--- src/rtl/ddram_arb_pkg.sv ---
// Shared types and default widths for the two-port DDRAM burst arbiter.
package ddram_arb_pkg;

    localparam int DEF_AW  = 29;
    localparam int DEF_DW  = 64;
    localparam int DEF_BCW = 8;

    typedef enum logic [1:0] {
        IDLE     = 2'd0,
        CMD      = 2'd1,
        WR_BURST = 2'd2,
        RD_WAIT  = 2'd3
    } arb_state_t;

endpackage

--- src/rtl/ddram_arb_rr.sv ---
// Two-way round-robin picker: the port that did not win last time has
// priority; a lone requester always wins.
module ddram_arb_rr
    import ddram_arb_pkg::*;
(
    input  logic [1:0] req,
    input  logic       last,
    output logic       winner
);

    logic other;

    assign other = ~last;

    // Prefer the other port; fall back to the previous winner if it alone asks.
    always_comb begin
        winner = other;
        if (req[other]) begin
            winner = other;
        end else if (req[last]) begin
            winner = last;
        end
    end

endmodule

--- src/rtl/ddram_arb2.sv ---
// Shares one emu-side 64-bit DDRAM burst port between two requesters.
// One transaction is outstanding at a time; grants alternate between
// ports when both keep requesting.
module ddram_arb2
    import ddram_arb_pkg::*;
#(
    parameter int AW  = DEF_AW,
    parameter int DW  = DEF_DW,
    parameter int BEW = DW / 8,
    parameter int BCW = DEF_BCW
) (
    input  logic           clk_sys,
    input  logic           reset,

    input  logic           p0_rd,
    input  logic           p0_we,
    input  logic [AW-1:0]  p0_addr,
    input  logic [BCW-1:0] p0_burstcnt,
    input  logic [DW-1:0]  p0_din,
    input  logic [BEW-1:0] p0_be,
    output logic           p0_busy,
    output logic [DW-1:0]  p0_dout,
    output logic           p0_dout_ready,

    input  logic           p1_rd,
    input  logic           p1_we,
    input  logic [AW-1:0]  p1_addr,
    input  logic [BCW-1:0] p1_burstcnt,
    input  logic [DW-1:0]  p1_din,
    input  logic [BEW-1:0] p1_be,
    output logic           p1_busy,
    output logic [DW-1:0]  p1_dout,
    output logic           p1_dout_ready,

    input  logic           DDRAM_BUSY,
    input  logic [DW-1:0]  DDRAM_DOUT,
    input  logic           DDRAM_DOUT_READY,
    output logic           DDRAM_RD,
    output logic           DDRAM_WE,
    output logic [AW-1:0]  DDRAM_ADDR,
    output logic [BCW-1:0] DDRAM_BURSTCNT,
    output logic [DW-1:0]  DDRAM_DIN,
    output logic [BEW-1:0] DDRAM_BE
);

    // A zero burst count still moves one beat.
    function automatic logic [BCW-1:0] eff_burst(input logic [BCW-1:0] bc);
        return (bc == '0) ? BCW'(1) : bc;
    endfunction

    arb_state_t     state, state_nx;
    logic           gnt, gnt_nx;
    logic           last, last_nx;
    logic [BCW-1:0] cnt, cnt_nx;

    logic [1:0]     req;
    logic           winner;

    logic           g_rd;
    logic           g_we;
    logic           g_req;
    logic [AW-1:0]  g_addr;
    logic [BCW-1:0] g_burstcnt;
    logic [BCW-1:0] g_eff;
    logic [DW-1:0]  g_din;
    logic [BEW-1:0] g_be;

    logic           drive;
    logic [AW-1:0]  addr_hold;
    logic [BCW-1:0] burstcnt_hold;
    logic [DW-1:0]  din_hold;
    logic [BEW-1:0] be_hold;

    assign req = {p1_rd | p1_we, p0_rd | p0_we};

    ddram_arb_rr u_rr (
        .req    (req),
        .last   (last),
        .winner (winner)
    );

    // Select the granted port's command and write-data signals.
    always_comb begin
        g_rd       = p0_rd;
        g_we       = p0_we;
        g_addr     = p0_addr;
        g_burstcnt = p0_burstcnt;
        g_din      = p0_din;
        g_be       = p0_be;
        if (gnt) begin
            g_rd       = p1_rd;
            g_we       = p1_we;
            g_addr     = p1_addr;
            g_burstcnt = p1_burstcnt;
            g_din      = p1_din;
            g_be       = p1_be;
        end
    end

    assign g_req = g_rd | g_we;
    assign g_eff = eff_burst(g_burstcnt);

    // The memory port follows the granted requester only while commanding
    // or streaming write beats; otherwise it shows the last forwarded values.
    assign drive = (state == CMD) || (state == WR_BURST);

    // Arbiter state, grant, fairness history and beat counter.
    always_ff @(posedge clk_sys) begin
        if (reset) begin
            state <= IDLE;
            gnt   <= 1'b0;
            last  <= 1'b1;
            cnt   <= '0;
        end else begin
            state <= state_nx;
            gnt   <= gnt_nx;
            last  <= last_nx;
            cnt   <= cnt_nx;
        end
    end

    // Next-state logic: arbitrate, issue the command, then count beats.
    always_comb begin
        state_nx = state;
        gnt_nx   = gnt;
        last_nx  = last;
        cnt_nx   = cnt;
        case (state)
            IDLE: begin
                if (|req) begin
                    gnt_nx   = winner;
                    last_nx  = winner;
                    state_nx = CMD;
                end
            end
            CMD: begin
                if (!g_req) begin
                    // Requester withdrew before the memory took the command.
                    state_nx = IDLE;
                end else if (!DDRAM_BUSY) begin
                    if (g_rd) begin
                        cnt_nx   = g_eff;
                        state_nx = RD_WAIT;
                    end else if (g_eff == BCW'(1)) begin
                        state_nx = IDLE;
                    end else begin
                        // First beat rides along with the command.
                        cnt_nx   = g_eff - BCW'(1);
                        state_nx = WR_BURST;
                    end
                end
            end
            WR_BURST: begin
                if (g_we && !DDRAM_BUSY) begin
                    cnt_nx = cnt - BCW'(1);
                    if (cnt == BCW'(1)) begin
                        state_nx = IDLE;
                    end
                end
            end
            RD_WAIT: begin
                if (DDRAM_DOUT_READY) begin
                    cnt_nx = cnt - BCW'(1);
                    if (cnt == BCW'(1)) begin
                        state_nx = IDLE;
                    end
                end
            end
            default: begin
                state_nx = IDLE;
            end
        endcase
    end

    // Remember the last values presented to memory so they hold when idle.
    always_ff @(posedge clk_sys) begin
        if (reset) begin
            addr_hold     <= '0;
            burstcnt_hold <= '0;
            din_hold      <= '0;
            be_hold       <= '0;
        end else if (drive) begin
            addr_hold     <= g_addr;
            burstcnt_hold <= g_burstcnt;
            din_hold      <= g_din;
            be_hold       <= g_be;
        end
    end

    // Memory-side command mux and per-port stall generation.
    always_comb begin
        p0_busy        = 1'b1;
        p1_busy        = 1'b1;
        DDRAM_RD       = 1'b0;
        DDRAM_WE       = 1'b0;
        DDRAM_ADDR     = addr_hold;
        DDRAM_BURSTCNT = burstcnt_hold;
        DDRAM_DIN      = din_hold;
        DDRAM_BE       = be_hold;
        if (drive) begin
            if (gnt) begin
                p1_busy = DDRAM_BUSY;
            end else begin
                p0_busy = DDRAM_BUSY;
            end
            DDRAM_ADDR     = g_addr;
            DDRAM_BURSTCNT = g_burstcnt;
            DDRAM_DIN      = g_din;
            DDRAM_BE       = g_be;
            if (state == CMD) begin
                // Read wins when a requester raises both strobes.
                DDRAM_RD = g_rd;
                DDRAM_WE = g_we & ~g_rd;
            end else begin
                DDRAM_WE = g_we;
            end
        end
    end

    // Read data is broadcast; only the owner of the pending read sees ready.
    assign p0_dout       = DDRAM_DOUT;
    assign p1_dout       = DDRAM_DOUT;
    assign p0_dout_ready = DDRAM_DOUT_READY & (state == RD_WAIT) & ~gnt;
    assign p1_dout_ready = DDRAM_DOUT_READY & (state == RD_WAIT) &  gnt;

endmodule

--- config.mk ---
export PLATFORM = sky130hd
export DESIGN_NAME = ddram_arb2
export DESIGN_NICKNAME = d
export VERILOG_FILES = /design/src/rtl/ddram_arb_pkg.sv /design/src/rtl/ddram_arb_rr.sv /design/src/rtl/ddram_arb2.sv
export SDC_FILE = /design/constraint.sdc
export NUM_CORES = 1
export LEC_CHECK = 0
export CAP_MARGIN = 30
export CORE_AREA = 2 2 208 210
export DETAILED_ROUTE_END_ITERATION = 10
export DIE_AREA = 0 0 210 212
export PLACE_DENSITY = 0.48
export SYNTH_ARGS = -nofsm -noshare
export SYNTH_HDL_FRONTEND = slang
export SYNTH_HIERARCHICAL = 1
export SYNTH_SLANG_ARGS = --single-unit
--- constraint.sdc ---
create_clock -name clk_sys -period 3.8 [get_ports clk_sys]
set_clock_uncertainty 0.05 [all_clocks]
set_input_delay 0.76 -clock clk_sys [delete_from_list [all_inputs] [get_ports clk_sys]]
set_output_delay 0.76 -clock clk_sys [all_outputs]
set_load 0.01 [all_outputs]
### After elaboration in Yosys (flattened, before gate mapping)

Cells that the tools add are included.

* multiplexer cells: 41
* reduce and logical (&&, ||, !) cells: 10
* divide/modulo/power cells: 0
* $add $sub $neg: 2
* eq/ne operators: 12
* $lt $le $gt $ge: 2
* multipliers: 0
* bitwise gates (word level): 10
* shifts and indexed selects: 0

Operator list (number)
* $mux 64: 2
* $mux 8: 11
* $mux 29: 2
* $pmux 8 s3: 1
* $eq 8x1->1 const B: 2
* $mux 1: 16
* $mux 2: 8
* $sub 8x1->8 const B: 2
* $logic_not 8->1: 1
* $ne 2x2->1 const B: 4
* $pmux 2 s4: 1
* $ne 3x3->1 const B: 2
* $reduce_and 6->1: 1
* $and 1x1->1: 4
* $eq 2x2->1 const B: 2
* $lt 1x2->1 const B: 2
* $reduce_and 4->1: 1
* $not 1->1: 3
* $or 1x1->1: 3
* $reduce_bool 3->1: 1
* $eq 2x1->1 const B: 1
* $logic_not 2->1: 1
* $ne 2x1->1 const B: 1
* $reduce_and 2->1: 1
* other kinds (4): 4

* word-level logic and storage cells: 85
* output and inout port bits: 243
* register bits after elaboration: 121
* bits in writable memories: 0
* memories: 0
* latch bits: 0
* bits in read-only memories: 0

### Depth between registers and ports, before layout

* depth after elaboration: 9
* gate-level depth with buffers: 13

### Hierarchy

The synthesis kept the hierarchy.

Modules (own cells, without submodules)
* ddram_arb2: seq. area each 2422.3 µm², times used 1, area each 7328.3 µm², cells each 889
* ddram_arb_rr: seq. area each 0.0 µm², times used 1, area each 18.8 µm², cells each 3

### Least setup slack after synthesis

OpenSTA, ideal clock, no wires.

* path kind: input port to flip-flop
* start point: input port p1_burstcnt[5]
* end point: register cnt[4]
* arrival: 2.491 ns
* buffers on the path: 0
* data required time: 3.680 ns
* cell stages on the path: 11
* setup slack: 1.189 ns
* path through: nor4b_2 > o22ai_1 > o21ai_1 > inv_1 > ha_1 > nand2b_1 > o31a_1 > nor3_1 > a211oi_1 > o21ai_0 > a21oi_1

* word-level cells in the longest chain between the ends: 9
* elaborated cells on any way between the ends: 12
* classes of those cells: 1 x add/sub; 2 x eq/ne; 7 x mux; 2 x reduce/logical

RTL lines
* from (decl): RTL line ddram_arb2.sv:28 `input logic [BCW-1:0] p1_burstcnt,`
* $mux 8 (*): RTL line ddram_arb2.sv:90 `if (gnt) begin`
* $logic_not 8->1: RTL line ddram_arb2.sv:48 `return (bc == '0) ? BCW'(1) : bc;`
* $mux 8 (*): RTL line ddram_arb2.sv:48
* $sub 8x1->8: RTL line ddram_arb2.sv:148 `cnt_nx = g_eff - BCW'(1);`
* $mux 8: RTL line ddram_arb2.sv:144 `end else if (g_eff == BCW'(1)) begin`
* $mux 8: RTL line ddram_arb2.sv:141 `if (g_rd) begin`
* $mux 8: RTL line ddram_arb2.sv:140 `end else if (!DDRAM_BUSY) begin`
* $mux 8: RTL line ddram_arb2.sv:137 `if (!g_req) begin`
* $pmux 8 s3: RTL line ddram_arb2.sv:128 `case (state)`
* to (signal assigned): RTL line ddram_arb2.sv:118 `cnt <= cnt_nx;`
* to (decl): RTL line ddram_arb2.sv:54 `logic [BCW-1:0] cnt, cnt_nx;`

Every way passes the cells marked *; elsewhere a longest branch is shown, timed or not. The select of a mux whose other input is x is not followed.
A chain may end at the register's enable or synchronous reset.

### Final worst setup path

* start point: register state[0]
* end point: output port DDRAM_ADDR[24]

* word-level cells in the longest chain between the ends: 3
* elaborated cells on any way between the ends: 4
* classes of those cells: 2 x eq/ne; 1 x mux; 1 x reduce/logical

RTL lines
* from (decl): RTL line ddram_arb2.sv:51 `arb_state_t state, state_nx;`
* from (signal assigned): RTL line ddram_arb2.sv:115 `state <= state_nx;`
* $eq 2x1->1 / $eq 2x2->1 (equally long branches): RTL line ddram_arb2.sv:105 `assign drive = (state == CMD) || (state == WR_BURST);`
* $logic_or 1x1->1 (*): RTL line ddram_arb2.sv:105
* $mux 29 (*): RTL line ddram_arb2.sv:200 `if (drive) begin`
* to (decl): RTL line ddram_arb2.sv:40 `output logic [AW-1:0] DDRAM_ADDR,`

Every way passes the cells marked *; elsewhere a longest branch is shown, timed or not.

==> impl_metrics.ini <==
[sta]
period_minus_slack_ps = 3561
fin_tns_setup_ps = 0
worstMarginPinSlew_ps = 953.8
drv_slew = 0
post-route-period-util_pct = 93.72
hold_viol = 0
grt_setup_unrepaired = no
max_freq_mhz = 280.8
setup_viol = 0
slew_headroom_pct = 36.18

[yosys]
synth-seq-area-share_pct = 32.97
synth.area.top_cells = dfxtp_1 33%, mux2i_1 15%, buf_4 14%
yosys_warnings = 6
synth_top_cell_by_area = dfxtp_1
postSynthAreaPerCell_um2 = 8.237
synth_common_cells = 138 x buf_4, 128 x nor2_1, 121 x dfxtp_1, 119 x a21oi_1, 112 x mux2i_1
ys.flop_type = dfxtp_1
netlist_instances = 892
netlist_area_um2 = 7347
async_reset_ff_share_pct = 0
synth_edf_count = 0
yosys_register_bits = 121
yosysUniqueCellTypes = 48
yosysTopAreaCellShare_pct = 32.97
syn_nets = 1190
synth_most_common_cell = buf_4

[routing]
drt_iter0_drc = 193
via_per_inst = 3.958
vias = 6523
drc = 0
wl_per_cell_um = 15.38
drt_wl_total_um = 25350
ant_nets = 0
drtPass1Iterations = 4

[layout]
num-nets-final = 1388
regArea_um2 = 2426
drive_gt1_share_pct = 6.080
fill_cells = 4648
multi_input_area_um2 = 3671
diodes = 0
syn_to_final_growth_pct = 49.73

[die]
start_util_pct = 17.28
die_w_um = 210
core-area_um2 = 42510
boundaryPins = 533
std_cell_rows = 76
dieArea_um2 = 44520
die_height_um = 212

[clock_tree]
clk_latency_ps = 420
htree_levels = 4
clockBufferDepth = 2
cts_hold_buffers = 0
cts_made_buffers = 17
cts_setup_buffers = 0
numClockSinks = 121
cts_root_buf = clkbuf_16
cts_tree = yes
ctsResizeCount = 0
clk_pin_slew_worst_paths_ps = 60

[flow_run]
drv_cap = 0

[placement]
dp_hpwl_um = 19790
numPortBuffers = 340
gp_congestion = 0.7828

[power_and_ir_drop]
power_mw = 8.896
ir_worst_vdd_v = 0.0003156
p_leak_nw = 3.953
cellPowerDensity_nw_per_um2 = 808.7

[setup_path]
startpoint = state[0]$_SDFFE_PP0P_
path_buf_inv = 3
arrival_ps = 2750
worstSetupStartpointType = register
crit_chain = inv_1 > ha_4 > buf_4 > nor2_1 > a21oi_1 > clkdlybuf4s50_1
slowest_delay_ps = 620
cp_top_family = buffers and inverters
crit_type = reg -> out
critPathSlowestCell = clkdlybuf4s50_1
crit_path_end_kind = primary output
worst-path-max-fanout = 43
r2r_start = gnt$_SDFFE_PP0P_
crit_required_ps = 2990

[outcome]
status = finished, final reports clean

[min_path]
hp-class = reg -> reg
holdCritStartpoint = last$_SDFFE_PP1P_

[grt]
grt_pass1_vias = 6568
grt_pass1_wl_um = 38020
grt_max_degree = 73
overflow = 0
grt_usage_pct = 11.30
antenna_found_initial = 0
worst paths after layout:
kind                         end  slack, ps  depth (start not counted)
min            last$_SDFFE_PP1P_        420                          2
max               DDRAM_ADDR[24]        240                          6
min reg2reg    last$_SDFFE_PP1P_        420                          2
max reg2reg  cnt[4]$_SDFFE_PP0P_        960                         12
flip-flops by register name (all words and copies together), names as in the netlist:
name,count
state,2
gnt,1
cnt,8
last,1
addr_hold,29
be_hold,8
din_hold,64
burstcnt_hold,8
final cells by class:
type	count	area share [%]
clock buffer	18	3.901
clock inverter	13	0.9213
inverter	13	0.4436
multi-input combinational	575	33.37
sequential	121	22.05
tap	546	6.210
timing repair buffer	362	33.10
power by group:
part / total, mW / internal (mW) / switching [mW] / leakage (nW)
clock network: 1.47 / 0.833 / 0.636 / 0.249
logic: 5.46 / 2.87 / 2.59 / 2.70
registers: 1.97 / 1.79 / 0.176 / 1.00
total: 8.90 / 5.50 / 3.40 / 3.95
cells in the final DEF, fill, tap and decap left out, types with 7 or more instances in the layout:
master,count
a21oi_1,119
buf_4,17
clkbuf_16,17
clkdlybuf4s50_1,339
dfxtp_1,120
ha_1,7
inv_1,13
mux2i_1,112
nand2_1,11
nor2_1,128
nor2b_1,109
nor3_1,10
o21ai_0,8
stage by stage:
step	cells	hold WS, ps	area, um^2	worst slack (ps)	utilization (%)
floorplan	892	387.8	7347	1189	-
global placement	1617	399.4	10470	343.0	24.63
detailed placement	1617	411.8	10470	319.4	24.63
CTS	1648	426.5	11000	161.1	25.88
global route	1648	473.0	11000	22.06	25.88
finish	1648	419.6	11000	238.7	25.88
cells by family (layout without fill, tap and decap cells):
logic type / after synthesis / in the layout / share of synthesized area (%)
and+or+nand+nor: 290 / 290 / 20.30
DFF: 121 / 121 / 32.97
xor gates and xnor gates: 7 / 7 / 0.8345
muxes: 113 / 113 / 15.41
buffers and inverters: 196 / 406 / 17.23
AOI/OAI and AO/OA: 156 / 156 / 11.73
adders and majority gates: 9 / 9 / 1.516
layer usage:
layer	GRT usage (%)	vias to the layer above	wire length, um
met5	0	-	0
met4	6.676	0	1214
met3	4.195	75	1949
met2	19.40	246	12380
met1	11.88	2942	9804
li1	-	3260	-
tightest hold or removal path: stages, from the launching register on:
cell	delay, ps
dfxtp_1	320
a21oi_1	60
nand2_1	60
Power figures use the tool's default switching activity.
